==> config.mk <==
export PLATFORM = sky130hd
export DESIGN_NAME = pwm_duty_meter_flat
export DESIGN_NICKNAME = d
export VERILOG_FILES = /design/src/rtl/pwm_duty_meter_if.sv /design/src/rtl/pwm_duty_meter.sv /design/src/flat_wrapper.sv
export SDC_FILE = /design/constraint.sdc
export NUM_CORES = 1
export LEC_CHECK = 0
export ABC_CLOCK_PERIOD_IN_PS = 4590
export BUFFER_PORTS_ARGS = -buffer_cell sky130_fd_sc_hd__clkbuf_2
export CAP_MARGIN = 20
export CORE_ASPECT_RATIO = 1.75
export CORE_MARGIN = 2
export CORE_UTILIZATION = 35
export CTS_CLUSTER_DIAMETER = 50
export DETAILED_ROUTE_END_ITERATION = 12
export SLEW_MARGIN = 20
export SYNTH_ARGS = -nofsm -noshare
export SYNTH_HDL_FRONTEND = slang
export SYNTH_SLANG_ARGS = --single-unit
==> constraint.sdc <==
create_clock -name clk -period 4.59 [get_ports clk]
set_clock_uncertainty 0.1 [all_clocks]
set_input_delay 0.2295 -clock clk [delete_from_list [all_inputs] [get_ports clk]]
set_output_delay 0.2295 -clock clk [all_outputs]
set_load 0.02 [all_outputs]
==> src/rtl/pwm_duty_meter_if.sv <==
// pwm_duty_meter bus: PWM input plus measurement results.
// The meter sits on the slave side; the PWM source/observer is the master.
interface pwm_duty_meter_if #(
    parameter int CNT_W = 32
);
    logic             pwm_in;
    logic [CNT_W-1:0] period;
    logic [CNT_W-1:0] high_time;
    logic [2:0]       duty_code;
    logic             meas_valid;
    logic             timeout_flag;

    modport master (
        output pwm_in,
        input  period,
        input  high_time,
        input  duty_code,
        input  meas_valid,
        input  timeout_flag
    );

    modport slave (
        input  pwm_in,
        output period,
        output high_time,
        output duty_code,
        output meas_valid,
        output timeout_flag
    );
endinterface

==> src/rtl/pwm_duty_meter.sv <==
// pwm_duty_meter: measures PWM period/high time per rising edge,
// quantises duty to quarter steps and flags stuck-low/stuck-high.
module pwm_duty_meter #(
    parameter int CNT_W   = 32,
    parameter int TIMEOUT = 64
) (
    input  logic              clk,
    input  logic              rst_n,
    pwm_duty_meter_if.slave   bus
);

    typedef enum logic [1:0] {
        ST_IDLE,
        ST_MEASURE,
        ST_STUCK_LO,
        ST_STUCK_HI
    } state_t;

    localparam int             XW    = CNT_W + 3;
    localparam logic [CNT_W-1:0] LP_TO = CNT_W'(TIMEOUT);
    localparam logic [CNT_W-1:0] LP_ONE = CNT_W'(1);

    logic             r_s1;
    logic             r_s2;
    logic             r_s3;
    logic [CNT_W-1:0] r_pcnt;
    logic [CNT_W-1:0] r_hcnt;
    state_t           r_state;
    state_t           w_state_nxt;

    logic [CNT_W-1:0] r_period;
    logic [CNT_W-1:0] r_high;
    logic [2:0]       r_code;
    logic             r_valid;
    logic             r_flag;

    logic             w_rise;
    logic             w_at_to;
    logic             w_stuck;
    logic             w_ld_meas;
    logic             w_ld_stuck;

    logic [XW-1:0]    w_h8;
    logic [XW-1:0]    w_p1;
    logic [XW-1:0]    w_p3;
    logic [XW-1:0]    w_p5;
    logic [XW-1:0]    w_p7;
    logic [3:0]       w_ge;
    logic [2:0]       w_code;

    assign w_rise  = r_s2 & ~r_s3;
    assign w_at_to = (r_pcnt == LP_TO);
    assign w_stuck = (r_state == ST_STUCK_LO) ||
                     (r_state == ST_STUCK_HI);

    // Two-flop synchroniser plus a history flop for edge detection
    always_ff @(posedge clk or negedge rst_n) begin
        if (!rst_n) begin
            r_s1 <= 1'b0;
            r_s2 <= 1'b0;
            r_s3 <= 1'b0;
        end else begin
            r_s1 <= bus.pwm_in;
            r_s2 <= r_s1;
            r_s3 <= r_s2;
        end
    end

    // Period/high counters: restart on rise, saturate at TIMEOUT, freeze when stuck
    always_ff @(posedge clk or negedge rst_n) begin
        if (!rst_n) begin
            r_pcnt <= '0;
            r_hcnt <= '0;
        end else if (w_rise) begin
            r_pcnt <= LP_ONE;
            r_hcnt <= LP_ONE;
        end else if (!w_stuck && !w_at_to) begin
            r_pcnt <= r_pcnt + LP_ONE;
            r_hcnt <= r_hcnt + CNT_W'(r_s2);
        end
    end

    // State register
    always_ff @(posedge clk or negedge rst_n) begin
        if (!rst_n) begin
            r_state <= ST_IDLE;
        end else begin
            r_state <= w_state_nxt;
        end
    end

    // Next-state and load strobes; a rise always beats a timeout
    always_comb begin
        w_state_nxt = r_state;
        w_ld_meas   = 1'b0;
        w_ld_stuck  = 1'b0;
        case (r_state)
            ST_IDLE: begin
                if (w_rise) begin
                    w_state_nxt = ST_MEASURE;
                end else if (w_at_to) begin
                    w_ld_stuck  = 1'b1;
                    w_state_nxt = r_s2 ? ST_STUCK_HI : ST_STUCK_LO;
                end
            end
            ST_MEASURE: begin
                if (w_rise) begin
                    w_ld_meas = 1'b1;
                end else if (w_at_to) begin
                    w_ld_stuck  = 1'b1;
                    w_state_nxt = r_s2 ? ST_STUCK_HI : ST_STUCK_LO;
                end
            end
            ST_STUCK_LO, ST_STUCK_HI: begin
                if (w_rise) begin
                    w_state_nxt = ST_MEASURE;
                end
            end
            default: begin
                w_state_nxt = ST_IDLE;
            end
        endcase
    end

    // Quarter-step quantiser: count thresholds 8h >= (2k+1)p, k = 0..3
    always_comb begin
        w_h8   = {r_hcnt, 3'b000};
        w_p1   = {3'b000, r_pcnt};
        w_p3   = w_p1 + (w_p1 << 1);
        w_p5   = w_p1 + (w_p1 << 2);
        w_p7   = (w_p1 << 3) - w_p1;
        w_ge   = {w_h8 >= w_p7, w_h8 >= w_p5,
                  w_h8 >= w_p3, w_h8 >= w_p1};
        w_code = {2'b00, w_ge[0]} + {2'b00, w_ge[1]} +
                 {2'b00, w_ge[2]} + {2'b00, w_ge[3]};
    end

    // Registered results, valid pulse and stuck flag
    always_ff @(posedge clk or negedge rst_n) begin
        if (!rst_n) begin
            r_period <= '0;
            r_high   <= '0;
            r_code   <= 3'd0;
            r_valid  <= 1'b0;
            r_flag   <= 1'b0;
        end else begin
            r_valid <= w_ld_meas | w_ld_stuck;
            if (w_ld_meas) begin
                r_period <= r_pcnt;
                r_high   <= r_hcnt;
                r_code   <= w_code;
                r_flag   <= 1'b0;
            end else if (w_ld_stuck) begin
                r_period <= LP_TO;
                r_high   <= r_s2 ? LP_TO : '0;
                r_code   <= r_s2 ? 3'd4 : 3'd0;
                r_flag   <= 1'b1;
            end else if (w_stuck && w_rise) begin
                r_flag   <= 1'b0;
            end
        end
    end

    assign bus.period       = r_period;
    assign bus.high_time    = r_high;
    assign bus.duty_code    = r_code;
    assign bus.meas_valid   = r_valid;
    assign bus.timeout_flag = r_flag;

endmodule

==> src/flat_wrapper.sv <==
// flat-port wrapper written by rule: the top's interface ports become plain ports
module pwm_duty_meter_flat 
#(
    parameter int CNT_W   = 32,
    parameter int TIMEOUT = 64
)
  (clk, rst_n, bus_pwm_in, bus_period, bus_high_time, bus_duty_code, bus_meas_valid, bus_timeout_flag);
  pwm_duty_meter_if #(.CNT_W(CNT_W)) bus_i ();
  input  logic clk;
  input  logic rst_n;
  input wire logic [$bits(bus_i.pwm_in)-1:0] bus_pwm_in;
  output wire logic [$bits(bus_i.period)-1:0] bus_period;
  output wire logic [$bits(bus_i.high_time)-1:0] bus_high_time;
  output wire logic [$bits(bus_i.duty_code)-1:0] bus_duty_code;
  output wire logic [$bits(bus_i.meas_valid)-1:0] bus_meas_valid;
  output wire logic [$bits(bus_i.timeout_flag)-1:0] bus_timeout_flag;
  assign bus_i.pwm_in = bus_pwm_in;
  assign bus_period = bus_i.period;
  assign bus_high_time = bus_i.high_time;
  assign bus_duty_code = bus_i.duty_code;
  assign bus_meas_valid = bus_i.meas_valid;
  assign bus_timeout_flag = bus_i.timeout_flag;
  pwm_duty_meter #(.CNT_W(CNT_W), .TIMEOUT(TIMEOUT)) u_core (.clk(clk), .rst_n(rst_n), .bus(bus_i));
endmodule
==> flow_summary_export.csv <==
group,metric,value,unit
status,status,"finished with violations",
status,violations,"setup timing",
cells_and_area,fin_cells,2472,
clock_network,cts_buffers,17,
synthesis,ys.flop_type,"dfrtp_1",
sta,drv_slew,0,
critical_path,cp-end-kind,"flip-flop",
sta,whs,0.289,ns
sta,fin_tns_setup,-1.16,ns
synthesis,synth_cell_types,76,
critical_path,crit_path_end,"u_core.bus.duty_code[1]",
synthesis,synthXorXnorAreaFrac,0.0845,
detailed_routing,wl_per_cell,23.0,um
clock_network,clock-root-buffer,"clkbuf_16",
critical_path,reg2reg_from,"u_core.r_pcnt[0]",
critical_path,rr_endpoint,"u_core.bus.duty_code[1]",
placed_design,dp_cells,2424,
critical_path,worst-endpoint-arrival,5.32,ns
cells_and_area,drive_gt1_frac,0.268,
die,ios,72,
synthesis,ys_seq_area_frac,0.252,
cells_and_area,n_fill_cell,3793,
placed_design,dp_slack,-0.617,ns
clock_network,cts_tree,"yes",
placed_design,dp_hpwl,46000,um
sta,setup_violations,3,
critical_path,worstSetupPathType,"reg2reg",
die,coreArea,38500,sq um
clock_network,cts_sinks,138,
global_routing,grt_max_degree,72,
synthesis,syn_area_per_cell,8.65,sq um
placed_design,placed_area,17000,sq um
sta,rsz0062_at_grt,"true",
die,dieArea,40800,sq um
detailed_routing,postRouteAntennaNets,0,
sta,tightest_slew,1.06,ns
global_routing,first_global_vias,14400,
synthesis,synth_top_family_by_area,"compound AO/OA/AOI/OAI gates",
critical_path,ff2ff_path_depth,21,
cells_and_area,final_design_area_no_fill,18200,sq um
sta,finalWorstSetupSlack,-0.494,ns
detailed_routing,vias,13900,
critical_path,cp-startpoint,"u_core.r_pcnt[0]",
power_and_ir_drop,power.total,6.43,mW
synthesis,synth_edf_count,0,
placed_design,gp_congestion,1.05,
synthesis,yosys_warnings,0,
cells_and_area,utilization,0.471,
run,maxCapViolations,0,
global_routing,grt.overflow.total,0,
detailed_routing,drc,0,
clock_network,h-tree-depth,4,
die,die_h,266,um
sta,worst_slew_margin_rel,0.291,
critical_path,r2r_slack,-0.49,ns
global_routing,grt_usage,0.278,
clock_network,clkTransAtPathRegs,0.06,ns
global_routing,antenna_found_initial,0,
synthesis,ys_seq_elements,138,
synthesis,synthesis.nets,1828,
placed_design,portBuffers,71,
clock_network,clockBufferDepth,2,
power_and_ir_drop,powerDensity,354,nW/um^2
detailed_routing,viasPerCell,5.64,
synthesis,synthAdderAreaFrac,0.223,
die,start_util,0.355,
synthesis,async_flop_share,1.00,
sta,fmax,0.197,GHz
synthesis,synthesis.area,13700,sq um
sta,period_share,1.11,
die,die_w,153,um
detailed_routing,dr.pass1.iters,5,
global_routing,grt_first_pass_wirelength,84800,um
sta,min_period,5.08,ns
power_and_ir_drop,p_leak,9.31,nW
critical_path,cp.required,4.82,ns
cells_and_area,areaGrowthSynthToFinish,32.6,%
synthesis,yosys.area_share.simple,0.165,
critical_path,start_kind,"flip-flop",
synthesis,synthCells,1583,
clock_network,clkLatencyLatePin,0.45,ns
cells_and_area,antenna_cells,0,
sta,final_hold_viol_count,0,
detailed_routing,wl,56700,um
cells_and_area,nets,2221,
synthesis,synth_mux_area_frac,0,
critical_path,crit_path_max_fanout,3,
min_path,holdCritPathClass,"reg2reg",
die,placement_rows,95,
synthesis,synth-compound-area-share,0.244,
detailed_routing,drt_iter0_drc,710,
power_and_ir_drop,vdd_drop_max,0.233,mV
[metal layers]
metal,track usage,up-vias,routed length (um)
met5,0,-,0
met4,0.296,0,7510
met3,0.0323,249,1490
met2,0.515,371,29500
met1,0.246,6696,18200
li1,-,6622,-
[where the power goes]
group	total, mW	internal, mW	switching, mW
sequential	1.34	1.28	0.0568
combinational	3.43	1.61	1.82
clock	1.65	1.02	0.632
[final cells by class]
class | instances | area [sq um] | share of cell area
flip-flops and latches | 138 | 3460 | 0.191
inverters | 74 | 278 | 0.0153
clock buffers | 17 | 425 | 0.0234
repair buffers | 413 | 2990 | 0.165
well taps | 485 | 607 | 0.0334
multi-input cells | 1332 | 10100 | 0.559
clock inverters | 13 | 240 | 0.0132
[repair_timing]
item	4_1_cts	5_1_grt
hold buffers	2	0
pin swaps	31	25
setup endpoints to repair	3	3
hold endpoints to repair	70	0
resized for setup	41	25
buffers inserted	12	4
[how the worst min path moves through the flow]
stage                     start                       to  slack, ns  cells past startpoint
floorplan                 rst_n  u_core.bus.duty_code[0]      -0.17                      0
detailed placement        rst_n    u_core.bus.period[23]       0.22                      1
CTS                 u_core.r_s1              u_core.r_s2       0.28                      0
finish              u_core.r_s1              u_core.r_s2       0.29                      0
global placement          rst_n    u_core.bus.period[25]       0.21                      1
global route        u_core.r_s1              u_core.r_s2       0.28                      0
[state kept, by name, summed over array words and instances, names as in the netlist]
| signal | flops |
|---|---|
| u_core.bus.high_time | 32 |
| u_core.bus.timeout_flag | 1 |
| u_core.r_s2 | 1 |
| u_core.r_s1 | 1 |
| u_core.bus.period | 32 |
| u_core.r_s3 | 1 |
| u_core.r_hcnt | 32 |
| u_core.bus.meas_valid | 1 |
| u_core.bus.duty_code | 3 |
| u_core.r_state | 2 |
| u_core.r_pcnt | 32 |
[kinds of logic (layout without fill, tap and decap cells)]
kind of cell               count (synthesis)  count (layout)
DFF                                      138             138
adders and majority gates                242             242
xor gates and xnor gates                 132             132
buffers and inverters                    113             517
and+or+nand+nor                          458             458
AOI/OAI and AO/OA                        500             500
[cell usage in the layout (no fill, tap or decap), drive strengths merged, types with 4 or more instances in the layout]
cell type  Yosys  routed
a21boi         4       4
o31ai          9       9
xnor2         85      85
or3           23      23
a211o          4       4
and4          11      11
clkbuf        32      87
nand2b        15      15
o21ai        122     122
o21a          11      11
o311ai         4       4
a21oi        140     140
inv           74      77
nand3b         4       4
nand4         38      38
a22o          30      30
o311a          4       4
a31oi         11      11
nor2         101     101
dfrtp        138     138
ha           239     239
a211oi        14      14
xor2          47      47
bufinv         0       6
nor4           7       7
nand2        124     124
o21bai        14      14
a221o          4       4
a41oi          4       4
nor3          35      35
o211ai         9       9
nand3         48      48
and3          20      20
nor2b         17      17
buf            7     341
a21o          90      90
and2           5       5
[Yosys cell counts (10+ instances only)]
| cell | n | area share |
|---|---|---|
| a211oi_1 | 10 | 0.0055 |
| a21o_1 | 89 | 0.049 |
| a21oi_1 | 138 | 0.050 |
| a22o_1 | 30 | 0.019 |
| a31oi_1 | 11 | 0.0050 |
| and3_1 | 20 | 0.0091 |
| and4_1 | 11 | 0.0070 |
| clkbuf_1 | 32 | 0.0088 |
| dfrtp_1 | 138 | 0.25 |
| ha_1 | 239 | 0.22 |
| inv_1 | 73 | 0.020 |
| nand2_1 | 124 | 0.034 |
| nand2b_1 | 15 | 0.0069 |
| nand3_1 | 48 | 0.018 |
| nand4_1 | 38 | 0.017 |
| nor2_1 | 101 | 0.028 |
| nor2b_1 | 17 | 0.0078 |
| nor3_1 | 35 | 0.013 |
| o21a_1 | 11 | 0.0060 |
| o21ai_0 | 113 | 0.041 |
| o21bai_1 | 13 | 0.0071 |
| or3_1 | 22 | 0.010 |
| xnor2_1 | 85 | 0.054 |
| xor2_1 | 47 | 0.030 |
[critical path, cell delays in order, from the launching register on]
cell	delay (ns)
dfrtp_1	0.39
buf_4	0.15
ha_2	0.18
fa_2	0.38
a21oi_4	0.16
o21ai_2	0.09
a21oi_2	0.24
nor4b_4	0.08
or3_4	0.40
a221oi_4	0.32
o21bai_2	0.09
xnor2_1	0.14
ha_1	0.29
nand4_1	0.17
or3_4	0.40
a31oi_4	0.17
o21ai_2	0.09
a211o_1	0.30
fa_2	0.37
inv_2	0.07
ha_4	0.18
a22o_1	0.20
Power figures use the tool's default switching activity.
